## config.mk

```make
export PLATFORM = sky130hd
export DESIGN_NAME = led_pattern_bank_flat
export DESIGN_NICKNAME = d
export VERILOG_FILES = /design/src/rtl/led_pattern_bank_if.sv /design/src/rtl/led_pattern_bank.sv /design/src/flat_wrapper.sv
export SDC_FILE = /design/constraint.sdc
export NUM_CORES = 1
export LEC_CHECK = 0
export ABC_AREA = 1
export CAP_MARGIN = 10
export CORE_AREA = 2 2 151 153
export CTS_CLUSTER_SIZE = 16
export DETAILED_ROUTE_END_ITERATION = 6
export DIE_AREA = 0 0 153 155
export REMOVE_ABC_BUFFERS = 1
export SLEW_MARGIN = 20
export SYNTH_ARGS = -nofsm -noshare
export SYNTH_HDL_FRONTEND = slang
export SYNTH_SLANG_ARGS = --single-unit
export TNS_END_PERCENT = 1
```

## constraint.sdc

```tcl
create_clock -name int_osc -period 3.5 [get_ports int_osc]
set_clock_uncertainty 0.15 [all_clocks]
set_input_delay 0.35 -clock int_osc [delete_from_list [all_inputs] [get_ports int_osc]]
set_output_delay 0.35 -clock int_osc [all_outputs]
set_load 0.03 [all_outputs]
```

## src/rtl/led_pattern_bank_if.sv

```systemverilog
// Channel configuration port. Switch/control logic is the master and the LED bank is the slave.
interface led_pattern_bank_if #(
  parameter int CH_W     = 2,
  parameter int PERIOD_W = 12,
  parameter int PWM_W    = 4
);
  logic                cfg_valid;
  logic                cfg_ready;
  logic [CH_W-1:0]     cfg_chan;
  logic [1:0]          cfg_mode;
  logic [PERIOD_W-1:0] cfg_period;
  logic [PWM_W-1:0]    cfg_duty;

  modport master (output cfg_valid, cfg_chan, cfg_mode, cfg_period, cfg_duty,
                  input  cfg_ready);
  modport slave  (input  cfg_valid, cfg_chan, cfg_mode, cfg_period, cfg_duty,
                  output cfg_ready);
endinterface

```

## src/rtl/led_pattern_bank.sv

```systemverilog
// Multi-channel LED driver: OFF/ON/BLINK/DIM per channel, a shared tick prescaler and a shared PWM
// counter. Each channel is configured through a valid/ready port.
module led_pattern_chan #(
  parameter int PERIOD_W       = 12,
  parameter int PWM_W          = 4,
  parameter int DEFAULT_PERIOD = 208
) (
  input  logic                clk_i,
  input  logic                rst_ni,
  input  logic                ld_i,
  input  logic [1:0]          mode_i,
  input  logic [PERIOD_W-1:0] period_i,
  input  logic [PWM_W-1:0]    duty_i,
  input  logic                tick_i,
  input  logic [PWM_W-1:0]    pwm_i,
  output logic                led_o
);
  localparam logic [1:0] MODE_OFF   = 2'b00;
  localparam logic [1:0] MODE_ON    = 2'b01;
  localparam logic [1:0] MODE_BLINK = 2'b10;
  localparam logic [1:0] MODE_DIM   = 2'b11;

  logic [1:0]          mode_q, mode_d;
  logic [PERIOD_W-1:0] period_q, period_d;
  logic [PWM_W-1:0]    duty_q, duty_d;
  logic [PERIOD_W-1:0] cnt_q, cnt_d;
  logic                phase_q, phase_d;
  logic                led_q, led_d;
  logic [PERIOD_W-1:0] last;

  always_comb begin
    mode_d   = mode_q;
    period_d = period_q;
    duty_d   = duty_q;
    cnt_d    = cnt_q;
    phase_d  = phase_q;
    // A zero half-period behaves as one tick, so the count never runs past last.
    last     = (period_q == '0) ? '0 : period_q - 1'b1;
    if (ld_i) begin
      // A load in the same cycle as a tick takes priority; that tick is dropped.
      mode_d   = mode_i;
      period_d = period_i;
      duty_d   = duty_i;
      cnt_d    = '0;
      phase_d  = 1'b1;
    end else if (tick_i && mode_q == MODE_BLINK) begin
      if (cnt_q == last) begin
        cnt_d   = '0;
        phase_d = ~phase_q;
      end else begin
        cnt_d = cnt_q + 1'b1;
      end
    end
    case (mode_q)
      MODE_OFF:   led_d = 1'b0;
      MODE_ON:    led_d = 1'b1;
      MODE_BLINK: led_d = phase_q;
      MODE_DIM:   led_d = (pwm_i < duty_q);
      default:    led_d = 1'b0;
    endcase
  end

  always_ff @(posedge clk_i) begin
    if (!rst_ni) begin
      mode_q   <= MODE_OFF;
      period_q <= PERIOD_W'(DEFAULT_PERIOD);
      duty_q   <= '0;
      cnt_q    <= '0;
      phase_q  <= 1'b0;
      led_q    <= 1'b0;
    end else begin
      mode_q   <= mode_d;
      period_q <= period_d;
      duty_q   <= duty_d;
      cnt_q    <= cnt_d;
      phase_q  <= phase_d;
      led_q    <= led_d;
    end
  end

  assign led_o = led_q;
endmodule

module led_pattern_bank #(
  parameter int NUM_LEDS       = 4,
  parameter int CLK_HZ         = 24_000_000,
  parameter int TICK_HZ        = 1_000,
  parameter int PERIOD_W       = 12,
  parameter int PWM_W          = 4,
  parameter int DEFAULT_PERIOD = 208,
  localparam int CH_W          = (NUM_LEDS > 1) ? $clog2(NUM_LEDS) : 1
) (
  input  logic                int_osc,
  input  logic                reset,
  led_pattern_bank_if.slave   cfg,
  output logic [NUM_LEDS-1:0] led,
  output logic                tick
);
  localparam int TICK_DIV = CLK_HZ / TICK_HZ;
  localparam int PRE_W    = $clog2(TICK_DIV);

  logic [PRE_W-1:0]    presc_q, presc_d;
  logic [PWM_W-1:0]    pwm_q;
  logic                ready_q;
  logic                accept;
  logic [NUM_LEDS-1:0] ld;

  assign tick    = (presc_q == PRE_W'(TICK_DIV - 1));
  assign presc_d = tick ? '0 : presc_q + 1'b1;

  assign accept        = cfg.cfg_valid & ready_q;
  assign cfg.cfg_ready = ready_q;

  always_ff @(posedge int_osc) begin
    if (!reset) begin
      presc_q <= '0;
      pwm_q   <= '0;
      ready_q <= 1'b0;
    end else begin
      presc_q <= presc_d;
      pwm_q   <= pwm_q + 1'b1;
      // One idle cycle after every accept, otherwise always ready.
      ready_q <= ~accept;
    end
  end

  // Out-of-range channels complete the handshake but select no lane.
  for (genvar i = 0; i < NUM_LEDS; i++) begin : g_lane
    assign ld[i] = accept && (cfg.cfg_chan == CH_W'(i));

    led_pattern_chan #(
      .PERIOD_W       (PERIOD_W),
      .PWM_W          (PWM_W),
      .DEFAULT_PERIOD (DEFAULT_PERIOD)
    ) u_chan (
      .clk_i    (int_osc),
      .rst_ni   (reset),
      .ld_i     (ld[i]),
      .mode_i   (cfg.cfg_mode),
      .period_i (cfg.cfg_period),
      .duty_i   (cfg.cfg_duty),
      .tick_i   (tick),
      .pwm_i    (pwm_q),
      .led_o    (led[i])
    );
  end
endmodule

```

## src/flat_wrapper.sv

```systemverilog
// flat-port wrapper written by rule: the top's interface ports become plain ports
module led_pattern_bank_flat 
#(
  parameter int NUM_LEDS       = 4,
  parameter int CLK_HZ         = 24_000_000,
  parameter int TICK_HZ        = 1_000,
  parameter int PERIOD_W       = 12,
  parameter int PWM_W          = 4,
  parameter int DEFAULT_PERIOD = 208,
  localparam int CH_W          = (NUM_LEDS > 1) ? $clog2(NUM_LEDS) : 1
)
  (int_osc, reset, led, tick, cfg_cfg_valid, cfg_cfg_chan, cfg_cfg_mode, cfg_cfg_period, cfg_cfg_duty, cfg_cfg_ready);
  led_pattern_bank_if #(.CH_W(2), .PERIOD_W(PERIOD_W), .PWM_W(PWM_W)) cfg_i ();
  input  logic int_osc;
  input  logic reset;
  output logic [NUM_LEDS-1:0] led;
  output logic tick;
  input wire logic [$bits(cfg_i.cfg_valid)-1:0] cfg_cfg_valid;
  input wire logic [$bits(cfg_i.cfg_chan)-1:0] cfg_cfg_chan;
  input wire logic [$bits(cfg_i.cfg_mode)-1:0] cfg_cfg_mode;
  input wire logic [$bits(cfg_i.cfg_period)-1:0] cfg_cfg_period;
  input wire logic [$bits(cfg_i.cfg_duty)-1:0] cfg_cfg_duty;
  output wire logic [$bits(cfg_i.cfg_ready)-1:0] cfg_cfg_ready;
  assign cfg_i.cfg_valid = cfg_cfg_valid;
  assign cfg_i.cfg_chan = cfg_cfg_chan;
  assign cfg_i.cfg_mode = cfg_cfg_mode;
  assign cfg_i.cfg_period = cfg_cfg_period;
  assign cfg_i.cfg_duty = cfg_cfg_duty;
  assign cfg_cfg_ready = cfg_i.cfg_ready;
  led_pattern_bank #(.NUM_LEDS(NUM_LEDS), .CLK_HZ(CLK_HZ), .TICK_HZ(TICK_HZ), .PERIOD_W(PERIOD_W), .PWM_W(PWM_W), .DEFAULT_PERIOD(DEFAULT_PERIOD)) u_core (.int_osc(int_osc), .reset(reset), .cfg(cfg_i), .led(led), .tick(tick));
endmodule
```

==> flow_summary.toml <==
[floorplan]
rows = 55
die_h_um = 155
die_x_um = 153
die-area_mm2 = 0.0237
pin_count = 29
core_mm2 = 0.0222
initial_core_util_pct = 39.0

[synth]
ys_ff_latch = 148
synth_area_per_cell_um2 = 6.56
ys.flop_type = "dfxtp_1"
synth-simple-area-share_pct = 36.9
synth_xor_xnor_area_share_pct = 2.93
synthAdderAreaFrac_pct = 3.17
synth_top_family_by_area = "simple AND/OR/NAND/NOR gates"
synth_seq_area_share_pct = 34.2
yosysMostFrequentCell = "nand2_1"
synth.cell_area_mm2 = 0.00867
synth_compound_area_share_pct = 11.8
synthDominantCellAreaShare_pct = 34.2
ys_warn_count = 0
synth_area_leaders = "dfxtp_1 (34%), nand2_1 (13%), inv_1 (8.7%)"
muxShareOfSynthArea_pct = 0
async_flop_share_pct = 0
synthTopCellsByCount = "nand2_1 (303), inv_1 (201), dfxtp_1 (148)"
syn_inst = 1322
yosys.area.top_type = "dfxtp_1"
ys_types = 40
synth_edf_count = 0

[critical_path]
r2r_slack_ps = 610
worstSetupPathType = "flop to flop"
crit_path_end_kind = "flop"
start_kind = "flop"
worst-path-max-fanout = 20
worstPathArrival_ps = 3050
required_ps = 3660

[place]
dp.final_hpwl_um = 15900
io_buffers = 28
place_area_mm2 = 0.00916
routabilityCongestion = 0.853

[final_layout]
syn_to_final_growth_pct = 13.0
finalInstanceArea_mm2 = 0.00980
seqCellArea_mm2 = 0.00296
drive_above_1_share_pct = 6.59
multi_input_area_mm2 = 0.00476
fill_cells = 2388
nNetsFinal = 1383
diodes = 0

[clock_tree]
cts_max_level = 4
cts_resized = 0
cts_made_buffers = 17
clock_sinks = 148
clock-root-buffer = "clkbuf_16"
clkLatencyLatePin_ps = 430
cts_buffer_depth = 2
ctsHoldBuffers = 0
cts_tree = "built"
cts.clk_slew.worst_paths_ps = 70
cts_setup_buffers = 0

[power]
seqPwrFrac_pct = 42.7
ir_worst_vdd_uv = 248
p_leak_uw = 0.00425
p_comb_share_pct = 8.5
power.net_switching_uw = 1030
p_per_area_mw_per_mm2 = 418
sw_frac_of_total_pct = 25.1
clkPwrFrac_pct = 48.8
p_int_uw = 3070

[timing]
grt_setup_unrepaired = "no"
hold_viol_final = 0
setup_viol = 0
slew_headroom_pct = 41.2
setup_tns_ps = 0
worst_pin_slew_ps = 881
fin_crit_ps = 2890
slew_violations = 0
period_share_pct = 82.5
max_freq_ghz = 0.346
holdWs_ps = 306

[route]
dr_total_vias = 8163
drt_iter0_drc = 530
vias_per_cell = 4.99
post-route-drc-count = 0
drtPass1Iterations = 5
wl_per_cell_um = 13.3
drt-total-wl_um = 21700
postRouteAntennaNets = 0

[grt]
grt_antenna_before_repair = 0
grt_util_all_layers_pct = 18.7
first_global_vias = 7691
grt_pass1_wl_um = 36400
overflow = 0
grt_max_degree = 80

[worst_hold_path]
min_path_type = "flop to flop"

[run]
cap_viol_max_count = 0

[run_status]
status = "finished clean"
## routing by layer
metal / track usage (%) / vias to the layer above / share of wire [%]
met1: 25.2 / 3728 / 49
met5: 0 / - / 0
met4: 3.97 / 0 / 0.86
li1: - / 4298 / -
met3: 3.62 / 18 / 3.5
met2: 31.3 / 119 / 46
## per-stage QoR
stage	power [uW]	instances	util, %	setup WS, ps
after floorplan	2010	1285	-	987
after global placement	2130	1604	41.2	679
after detailed placement	2130	1604	41.2	606
after CTS	4140	1636	44.1	583
after global routing	4280	1636	44.1	207
final	4100	1636	44.1	613
## final cells by class
cell class | count | share of cell area [%]
Timing Repair Buffer | 34 | 3.27
Clock inverter | 14 | 2.06
Clock buffer | 18 | 4.48
Inverter | 203 | 7.77
Sequential cell | 148 | 30.2
Tap cell | 285 | 3.64
Multi-Input combinational cell | 934 | 48.6
## power groups by stage
stage          logic [uW]  clock network [uW]  registers (uW)
2_1_floorplan         225                   0            1780
3_3_place_gp          342                   0            1790
3_5_place_dp          347                   0            1790
4_1_cts               351                2040            1750
5_1_grt               400                2130            1750
6_report              350                2000            1750
## worst max-delay path, stage by stage (launching register included)
cell,delay [ps]
dfxtp_1,290
inv_1,160
ha_1,240
nand3_2,130
nor2_2,200
nand2_1,400
nand2_1,190
nand2_1,80
nand2_1,60
nand2_1,50
nor2_1,90
nand2_1,60
nor2_1,110
nand2_1,80
nand2_1,230
buf_4,210
nor3_2,40
## layout by cell type, fill, tap and decap left out, drive strengths merged
| cell type | synthesis | routed |
|---|---|---|
| clkinv | 1 | 7 |
| and3 | 3 | 3 |
| clkbuf | 24 | 18 |
| and2 | 2 | 2 |
| nor4 | 2 | 2 |
| xnor2 | 3 | 3 |
| nand3b | 4 | 4 |
| a21boi | 2 | 2 |
| nand4 | 41 | 41 |
| o21ai | 91 | 91 |
| bufinv | 0 | 4 |
| nor3 | 33 | 33 |
| clkinvlp | 0 | 1 |
| o21a | 4 | 4 |
| or2 | 2 | 2 |
| ha | 22 | 22 |
| dfxtp | 148 | 148 |
| nand3 | 127 | 127 |
| inv | 202 | 205 |
| o21bai | 1 | 1 |
| o2111ai | 1 | 1 |
| clkdlybuf4s50 | 0 | 27 |
| a21oi | 80 | 80 |
| buf | 13 | 7 |
| nand2 | 310 | 310 |
| nor2 | 153 | 153 |
| nor3b | 13 | 13 |
| o211ai | 14 | 14 |
| xor2 | 26 | 26 |
## state kept, by name, summed over array words and instances, names as in the netlist
| name | flops |
|---|---|
| u_core.g_lane.u_chan.mode_q | 8 |
| u_core.g_lane.u_chan.phase_q | 4 |
| u_core.g_lane.u_chan.duty_q | 16 |
| u_core.pwm_q | 4 |
| u_core.g_lane.u_chan.led_o | 4 |
| u_core.g_lane.u_chan.cnt_q | 48 |
| u_core.presc_q | 15 |
| u_core.g_lane.u_chan.period_q | 48 |
| u_core.cfg.cfg_ready | 1 |
## cells by family after synthesis
kind of cell,count (synthesis)
flops,148
buf+inv,240
fa+ha+maj,22
compound gates,193
simple gates,690
xor+xnor,29
## path summary, 6_finish.rpt
kind                                                         start                                              to  depth (start not counted)
setup / recovery  u_core.g_lane[1].u_chan.period_q[0]$_SDFFE_PN0P_   u_core.g_lane[1].u_chan.cnt_q[7]$_SDFFE_PP0P_                         16
hold / removal      u_core.g_lane[3].u_chan.duty_q[0]$_SDFFE_PN0P_  u_core.g_lane[3].u_chan.duty_q[0]$_SDFFE_PN0P_                          2
setup reg to reg  u_core.g_lane[1].u_chan.period_q[0]$_SDFFE_PN0P_   u_core.g_lane[1].u_chan.cnt_q[7]$_SDFFE_PP0P_                         16
hold reg to reg     u_core.g_lane[3].u_chan.duty_q[0]$_SDFFE_PN0P_  u_core.g_lane[3].u_chan.duty_q[0]$_SDFFE_PN0P_                          2
(Power assumes the default switching activity.)
